--- src/rtl/apb_fifo_slave.sv ---
// APB responder fronting a write FIFO drained by a valid/ready consumer.
// Optional build macro APB_FIFO_BACKPRESSURE_EN: stall full DATA writes instead of dropping them.
module apb_fifo_slave #(
    parameter int DEPTH       = 8,
    parameter int WAIT_STATES = 0,
    parameter int DATA_W      = 32
) (
    input  logic              PCLK,
    input  logic              PRESET,
    input  logic [31:0]       PADDR,
    input  logic              PWRITE,
    input  logic              PENABLE,
    input  logic [31:0]       PWDATA,
    input  logic              PSEL,
    output logic [31:0]       PRDATA,
    output logic              PREADY,
    output logic              out_valid,
    output logic [DATA_W-1:0] out_data,
    input  logic              out_ready,
    output logic              irq
);
    localparam int         AW      = (DEPTH > 1) ? $clog2(DEPTH) : 1;
    localparam logic [3:0] WS      = 4'(WAIT_STATES);
    localparam logic [AW:0] DEPTH_C = DEPTH[AW:0];

    localparam logic [1:0] A_DATA   = 2'd0;
    localparam logic [1:0] A_STATUS = 2'd1;
    localparam logic [1:0] A_CTRL   = 2'd2;
    localparam logic [1:0] A_THRESH = 2'd3;

    logic [DATA_W-1:0] mem [DEPTH];
    logic [AW-1:0]     wr_ptr_reg, wr_ptr_next;
    logic [AW-1:0]     rd_ptr_reg, rd_ptr_next;
    logic [AW:0]       count_reg, count_next;
    logic              ovf_reg, ovf_next;
    logic [7:0]        thresh_reg, thresh_next;
    logic [3:0]        cnt_reg;
    logic              irq_reg, irq_next;

    logic       access, ready_base, stall, done;
    logic       fifo_empty, fifo_full;
    logic       flush, pop, push_req, push, ovf_set, ovf_clr, thresh_wr;
    logic [1:0] addr;
    logic [DATA_W-1:0] head;
    logic       unused_ok;

    assign addr       = PADDR[3:2];
    assign access     = PSEL & PENABLE;
    assign ready_base = PRESET & access & (cnt_reg == WS);
    assign fifo_empty = (count_reg == '0);
    assign fifo_full  = (count_reg == DEPTH_C);
    assign head       = mem[rd_ptr_reg];

    // Flush is decoded from ready_base (CTRL never stalls) so pop/stall stay acyclic.
    assign flush = ready_base & PWRITE & (addr == A_CTRL) & PWDATA[0];
    assign pop   = out_valid & out_ready & ~flush;

`ifdef APB_FIFO_BACKPRESSURE_EN
    assign stall = access & PWRITE & (addr == A_DATA) & fifo_full & ~pop;
`else
    assign stall = 1'b0;
`endif

    assign done      = ready_base & ~stall;
    assign push_req  = done & PWRITE & (addr == A_DATA);
    assign push      = push_req & (~fifo_full | pop);
    assign ovf_set   = push_req & ~push;
    assign ovf_clr   = done & PWRITE & (addr == A_STATUS) & PWDATA[10];
    assign thresh_wr = done & PWRITE & (addr == A_THRESH);

    assign PREADY    = done;
    assign out_valid = PRESET & ~fifo_empty;
    assign out_data  = out_valid ? head : '0;
    assign irq       = irq_reg;

    always_comb begin
        wr_ptr_next = wr_ptr_reg;
        rd_ptr_next = rd_ptr_reg;
        count_next  = count_reg;
        if (flush) begin
            wr_ptr_next = '0;
            rd_ptr_next = '0;
            count_next  = '0;
        end else begin
            if (push) wr_ptr_next = wr_ptr_reg + AW'(1);
            if (pop)  rd_ptr_next = rd_ptr_reg + AW'(1);
            if (push && !pop)
                count_next = count_reg + (AW+1)'(1);
            else if (pop && !push)
                count_next = count_reg - (AW+1)'(1);
        end
    end

    always_comb begin
        thresh_next = thresh_wr ? PWDATA[7:0] : thresh_reg;
        ovf_next    = ovf_reg;
        if (ovf_set)
            ovf_next = 1'b1;
        else if (ovf_clr)
            ovf_next = 1'b0;
        irq_next = (thresh_next != 8'd0) && (8'(count_next) >= thresh_next);
    end

    always_comb begin
        PRDATA = '0;
        if (PRESET && access && !PWRITE) begin
            case (addr)
                A_DATA:   PRDATA = fifo_empty ? 32'd0 : 32'(head);
                A_STATUS: PRDATA = {20'd0, irq_reg, ovf_reg, fifo_full, fifo_empty, 8'(count_reg)};
                A_CTRL:   PRDATA = '0;
                A_THRESH: PRDATA = {24'd0, thresh_reg};
                default:  PRDATA = '0;
            endcase
        end
    end

    always_ff @(posedge PCLK) begin
        if (!PRESET) begin
            wr_ptr_reg <= '0;
            rd_ptr_reg <= '0;
            count_reg  <= '0;
            ovf_reg    <= 1'b0;
            thresh_reg <= '0;
            cnt_reg    <= '0;
            irq_reg    <= 1'b0;
        end else begin
            wr_ptr_reg <= wr_ptr_next;
            rd_ptr_reg <= rd_ptr_next;
            count_reg  <= count_next;
            ovf_reg    <= ovf_next;
            thresh_reg <= thresh_next;
            irq_reg    <= irq_next;
            if (!access)
                cnt_reg <= '0;
            else if (!done && cnt_reg != WS)
                cnt_reg <= cnt_reg + 4'd1;
        end
    end

    always_ff @(posedge PCLK) begin
        if (push)
            mem[wr_ptr_reg] <= PWDATA[DATA_W-1:0];
    end

    assign unused_ok = &{1'b0, PADDR[31:4], PADDR[1:0]};

endmodule
--- config.mk ---
export PLATFORM = sky130hd
export DESIGN_NAME = apb_fifo_slave
export DESIGN_NICKNAME = d
export VERILOG_FILES = /design/src/rtl/apb_fifo_slave.sv
export SDC_FILE = /design/constraint.sdc
export NUM_CORES = 1
export LEC_CHECK = 0
export BUFFER_PORTS_ARGS = -buffer_cell sky130_fd_sc_hd__buf_2
export CORE_UTILIZATION = 52
export DETAILED_ROUTE_END_ITERATION = 16
export PLACE_DENSITY = 0.75
export SETUP_SLACK_MARGIN = 0.1
export SLEW_MARGIN = 10
export SYNTH_ARGS = -nofsm -noshare
export SYNTH_HDL_FRONTEND = slang
export SYNTH_SLANG_ARGS = --single-unit
--- constraint.sdc ---
create_clock -name PCLK -period 5.8 [get_ports PCLK]
set_input_delay 1.16 -clock PCLK [delete_from_list [all_inputs] [get_ports PCLK]]
set_output_delay 1.16 -clock PCLK [all_outputs]
set_load 0.1 [all_outputs]
==> impl_metrics.env, run 1 <==
export IMPL_outcome="finished clean"
export IMPL_finalClockSkew_ns=0.0153
export IMPL_p_per_area_mw_per_mm2=396
export IMPL_ff2ff_path_depth=7
export IMPL_largest_reg_flops=256
export IMPL_drt_initial_drc_count=520
export IMPL_antenna_found_initial=0
export IMPL_worst_r2r_endpoint="mem[4][13]$_DFFE_PP_"
export IMPL_yosys_warnings=0
export IMPL_fp_row_count=54
export IMPL_max_stage_delay_ns=0.85
export IMPL_yosysTopAreaCellShare=0.669
export IMPL_wl_um=23400
export IMPL_ir_drop_v=0.000337
export IMPL_die_h_um=151
export IMPL_grt_overflow_total=0
export IMPL_crit_fanout=38
export IMPL_path_depth=5
export IMPL_async_reset_ff_frac=0
export IMPL_cts_resized=0
export IMPL_grt_pass1_vias=6354
export IMPL_ys_seq_area_frac=0.716
export IMPL_r2r_start="count_reg[0]$_SDFF_PN0_"
export IMPL_initial_core_util=0.528
export IMPL_die_x_um=151
export IMPL_cpMaxStageDelayCell="dfxtp_2"
export IMPL_vias_per_cell=5.94
export IMPL_drc_errors=0
export IMPL_arrival_ns=3.46
export IMPL_endpoint_kind="output port"
export IMPL_rsz0062_at_grt="false"
export IMPL_fin_setup_tns_ns=0
export IMPL_hold_viol_final=0
export IMPL_slew_violations=0
export IMPL_cap_violations=0
export IMPL_synthCells=633
export IMPL_nets=832
export IMPL_ant_nets=0
export IMPL_max_freq_ghz=0.216
export IMPL_cp_required_ns=4.64
export IMPL_relSlewSlack=0.227
export IMPL_grt_first_pass_wirelength_um=35100
export IMPL_insertion_delay_ns=0.54
export IMPL_tightest_slew_ns=1.15
export IMPL_wl_per_cell_um=22.2
export IMPL_critPathBufInv=2
export IMPL_post_route_min_period_ns=4.62
export IMPL_diodes=0
export IMPL_clock_path_buffers=3
export IMPL_fin_cells=1053
export IMPL_cts_htree_levels=1
export IMPL_ios=137
export IMPL_cts_num_sinks=283
export IMPL_fin_crit_sh=0.796
export IMPL_cts_buffers=28
export IMPL_p_leak_nw=4.47
export IMPL_endpoint="PRDATA[3]"
export IMPL_grt_usage=0.210
export IMPL_num_vias=6257
export IMPL_fin_area_mm2=0.0133
export IMPL_synth_area_leader_cell="edfxtp_1"
export IMPL_dieArea_mm2=0.0227
export IMPL_start_kind="register"
export IMPL_ys_flop_type="edfxtp_1"
export IMPL_reg2reg_slack_ns=2.24
export IMPL_dp_cells=1001
export IMPL_syn_num_nets=714
export IMPL_critPathTopFamily="multiplexers"
export IMPL_cts_tree="built"
export IMPL_area_growth_synth_to_final_pct=16.0
export IMPL_ys_ff_latch=283
export IMPL_setup_viol=0
export IMPL_core_mm2=0.0218
export IMPL_yosysUniqueCellTypes=51
export IMPL_synth_enable_flop_cells=256
export IMPL_dp_hpwl_um=14200
export IMPL_post_dp_cell_area_mm2=0.0124
export IMPL_portBuffers=106
export IMPL_grt_start_max_net_pins=46
export IMPL_ys_top_cells_by_area="edfxtp_1 (67%), mux4_2 (11%), dfxtp_1 (4.7%)"
export IMPL_crit_chain="buf_4, mux4_2, mux2i_1, o22ai_1, buf_2"
export IMPL_dr_pass1_iters=5
export IMPL_cts_root_buf="clkbuf_16"
export IMPL_globalplace_congestion=0.856
export IMPL_syn_area_mm2=0.0115
export IMPL_postCtsSetupBuffers=0
export IMPL_syn_area_per_cell_um2=18.2
export IMPL_min_path_type="reg -> reg"
export IMPL_hold_slack_ns=0.506
export IMPL_clk_pin_slew_worst_paths_ns=0.06
export IMPL_hold_buffers=0
export IMPL_drive_above_1_share=0.320
export IMPL_worstSetupPathType="reg -> out"
-- final cells by class --
class / count / area (um^2)
Fill cell: 1547 / 8420
Inverter: 11 / 41.3
Timing Repair Buffer: 120 / 661
Tap cell: 280 / 350
Clock inverter: 18 / 170
Multi-Input combinational cell: 307 / 3120
Sequential cell: 283 / 8230
Clock buffer: 34 / 764
-- cell usage after synthesis (all sizes together) (2+ instances only) --
master,instances
mux2i,42
o22ai,8
a21o,2
mux2,4
inv,10
a41o,2
nor2b,5
nand2,15
nor2,79
o2bb2ai,2
and3,4
nand4,2
dfxtp,27
o211ai,2
and2,3
or4,2
buf,24
a2111oi,3
nor3,6
xor2,4
nand2b,3
ha,11
nand3,10
edfxtp,256
a221oi,2
o21ai,5
nor4,5
xnor2,3
clkbuf,8
mux4,64
a21oi,7
-- worst min path at each step --
stage                                     from                    to  slack [ns]  cells past startpoint
floorplan           rd_ptr_reg[1]$_SDFFE_PP0P_              register        0.45                      2
global placement    rd_ptr_reg[1]$_SDFFE_PP0P_              register        0.46                      2
detailed placement  rd_ptr_reg[1]$_SDFFE_PP0P_              register        0.50                      2
CTS                 rd_ptr_reg[1]$_SDFFE_PP0P_              register        0.51                      2
global route              ovf_reg$_SDFFE_PN0P_  ovf_reg$_SDFFE_PN0P_        0.54                      2
finish              rd_ptr_reg[1]$_SDFFE_PP0P_              register        0.51                      2
-- cells in the final DEF, fill, tap and decap left out, types with 4 or more instances in the layout --
cell / netlist / routed
mux4_2: 58 / 58
o22ai_1: 8 / 8
mux2_2: 4 / 4
clkinv_2: 0 / 10
nor4_1: 5 / 4
dfxtp_1: 27 / 24
clkbuf_16: 0 / 29
ha_1: 11 / 11
mux2i_1: 42 / 42
nor3_2: 0 / 4
a21oi_1: 7 / 7
nor2b_1: 5 / 5
xor2_1: 4 / 4
and3_1: 4 / 4
buf_4: 3 / 12
nor2_1: 79 / 76
edfxtp_1: 256 / 256
buf_2: 18 / 106
inv_1: 10 / 10
nand3_1: 10 / 10
nand2_1: 15 / 15
mux4_1: 6 / 6
-- per-stage QoR --
| step | worst slack, ns | utilization | power (mW) |
|---|---|---|---|
| floorplan | 0.277 | - | 3.29 |
| global placement | 1.35 | 0.570 | 3.48 |
| detailed placement | 1.23 | 0.570 | 3.50 |
| CTS | 1.15 | 0.613 | 5.30 |
| global route | 1.01 | 0.613 | 5.44 |
| finish | 1.18 | 0.613 | 5.28 |
-- worst min-delay path, cell delays in order (launching register included) --
cell     delay [ns]
dfxtp_1        0.32
nand2_1        0.06
a21oi_1        0.08
-- metal layers --
layer	GRT usage	wire length (um)	part of all wire	vias up
met5	0	0	0	-
met3	0.0436	1790	0.076	39
met1	0.276	9580	0.41	3161
li1	-	-	-	2772
met2	0.357	11500	0.49	285
met4	0.0580	542	0.023	0
-- cell families after synthesis --
| group | synth area share |
|---|---|
| compound gates | 0.0232 |
| xor+xnor | 0.00533 |
| fa+ha+maj | 0.0120 |
| buf+inv | 0.0183 |
| flops | 0.716 |
| mux | 0.168 |
| simple gates | 0.0576 |
-- where the power goes --
part           leakage, nW  internal [mW]  switching (mW)  total (mW)
clock                0.460           1.07           0.744        1.81
sequential            2.52           2.24          0.0796        2.32
combinational         1.49          0.308           0.836        1.14
total                 4.47           3.62            1.66        5.28
No activity file was read; power rests on OpenSTA's default activity.
==> run 2, diff against run 1 <==
==> constraint.sdc (replaced) <==
create_clock -name PCLK -period 4.2 [get_ports PCLK]
set_input_delay 0.84 -clock PCLK [delete_from_list [all_inputs] [get_ports PCLK]]
set_output_delay 0.84 -clock PCLK [all_outputs]
set_load 0.1 [all_outputs]
==> run 2 against run 1 <==
  * Count of clock-buffer cells in the layout rose by 5
  * Total power up 37%
  * Utilization rose by 2.4 points
  * Final area rose by 3.9%
  * First-iteration DRC count rose by 7.5%
  * Register-to-register slack got worse by 1.2 ns
  * Non-clock buffer count grew 10
  * Largest power group unchanged
==> impl_metrics.env, run 2 (same netlist as run 1, synthesis figures left out) <==
export IMPL_outcome="finished clean"
export IMPL_ant_nets=0
export IMPL_dieArea_mm2=0.0227
export IMPL_crit_fanout=26
export IMPL_grt_usage=0.221
export IMPL_min_path_type="reg -> reg"
export IMPL_cts_tree="built"
export IMPL_globalplace_congestion=0.908
export IMPL_grt_first_pass_wirelength_um=36700
export IMPL_antenna_found_initial=2
export IMPL_grt_pass1_vias=6442
export IMPL_cts_num_sinks=283
export IMPL_p_per_area_mw_per_mm2=521
export IMPL_setup_viol=0
export IMPL_worstSetupPathType="reg -> out"
export IMPL_drt_initial_drc_count=559
export IMPL_power_frac_seq=0.438
export IMPL_dp_hpwl_um=14800
export IMPL_post_route_min_period_ns=3.83
export IMPL_vias_per_cell=5.91
export IMPL_area_growth_synth_to_final_pct=20.6
export IMPL_max_freq_ghz=0.261
export IMPL_clock_path_buffers=3
export IMPL_tightest_slew_ns=0.867
export IMPL_nets=842
export IMPL_pwr_share_clk=0.335
export IMPL_die_h_um=151
export IMPL_drc_errors=0
export IMPL_crit_chain="buf_4, mux4_2, mux2i_1, o22ai_1, buf_12"
export IMPL_start_kind="register"
export IMPL_p_leak_nw=4.58
export IMPL_arrival_ns=2.99
export IMPL_hold_buffers=0
export IMPL_slew_violations=0
export IMPL_final_cell_mix="edfxtp_1 (256), buf_2 (77), nor2_1 (76)"
export IMPL_p_sw_frac=0.313
export IMPL_ios=137
export IMPL_die_x_um=151
export IMPL_max_stage_delay_ns=0.63
export IMPL_hold_slack_ns=0.474
export IMPL_hold_viol_final=0
export IMPL_wl_um=24200
export IMPL_hold_start="rd_ptr_reg[1]$_SDFFE_PP0P_"
export IMPL_fin_crit_sh=0.912
export IMPL_r2r_start="count_reg[0]$_SDFF_PN0_"
export IMPL_postCtsSetupBuffers=0
export IMPL_grt_overflow_total=0
export IMPL_finalClockSkew_ns=0.0300
export IMPL_cpMaxStageDelayCell="dfxtp_2"
export IMPL_p_switching_mw=2.27
export IMPL_cts_buffers=28
export IMPL_clk_pin_slew_worst_paths_ns=0.06
export IMPL_core_mm2=0.0218
export IMPL_portBuffers=106
export IMPL_largest_reg_flops=256
export IMPL_cp_required_ns=3.36
export IMPL_cap_violations=0
export IMPL_internal_power_mw=4.96
export IMPL_cts_resized=0
export IMPL_final_common_cell="edfxtp_1"
export IMPL_wl_per_cell_um=22.7
export IMPL_cts_htree_levels=1
export IMPL_rsz0062_at_grt="false"
export IMPL_fp_row_count=54
export IMPL_grt_start_max_net_pins=33
export IMPL_num_vias=6293
export IMPL_endpoint_kind="output port"
export IMPL_dr_pass1_iters=5
export IMPL_relSlewSlack=0.419
export IMPL_cts_root_buf="clkbuf_16"
export IMPL_ir_drop_v=0.000409
export IMPL_insertion_delay_ns=0.54
export IMPL_initial_core_util=0.528
export IMPL_drive_above_1_share=0.323
export IMPL_p_comb_frac=0.226
export IMPL_final_util=0.637
[run 2: critical path: cells and delay by family, from the launching register on]
| family | cells | cell delay, ns |
|---|---|---|
| compound gates | 1 | 0.21 |
| flops | 1 | 0.63 |
| mux | 2 | 0.96 |
| buf+inv | 2 | 0.66 |
[run 2: final timing paths]
path	slack [ns]	cells past startpoint	endpoint
worst max-delay path	0.37	5	PRDATA[3]
worst min-delay path	0.47	2	register
worst max register to register	1.09	13	irq$_SDFF_PN0_
worst min register to register	0.47	2	register
[run 2: area by class of cell]
cell class                      count  area, um^2
Antenna cell                        1        2.50
Clock inverter                     13         133
Sequential cell                   283        8230
Timing Repair Buffer              130        1180
Inverter                           11        41.3
Tap cell                          280         350
Multi-Input combinational cell    307        3140
Clock buffer                       39         782
Fill cell                        1503        7890
[run 2: power groups by stage]
stage	clock network [mW]	registers (mW)	logic [mW]
2_1_floorplan	0	3.17	1.38
3_3_place_gp	0	3.22	1.61
3_5_place_dp	0	3.23	1.64
4_1_cts	2.46	3.17	1.65
5_1_grt	2.57	3.17	1.73
6_report	2.42	3.17	1.64
[run 2: layer usage]
| layer | GRT usage | share of wire | wire [um] | vias up |
|---|---|---|---|---|
| met5 | 0 | 0.00054 | 13 | - |
| met4 | 0.0425 | 0.011 | 257 | 2 |
| met3 | 0.0309 | 0.061 | 1480 | 28 |
| met2 | 0.388 | 0.51 | 12400 | 262 |
| met1 | 0.296 | 0.41 | 10000 | 3216 |
| li1 | - | - | - | 2785 |
[run 2: through the flow]
stage	power, mW	cells	area (um^2)	TNS [ns]	setup slack [ns]
2_1_floorplan	4.54	633	11500	-15.90	-0.166
3_3_place_gp	4.84	1011	12900	0	0.582
3_5_place_dp	4.87	1011	12900	0	0.463
4_1_cts	7.28	1063	13900	0	0.396
5_1_grt	7.47	1064	13900	0	0.275
6_report	7.23	1064	13900	0	0.369
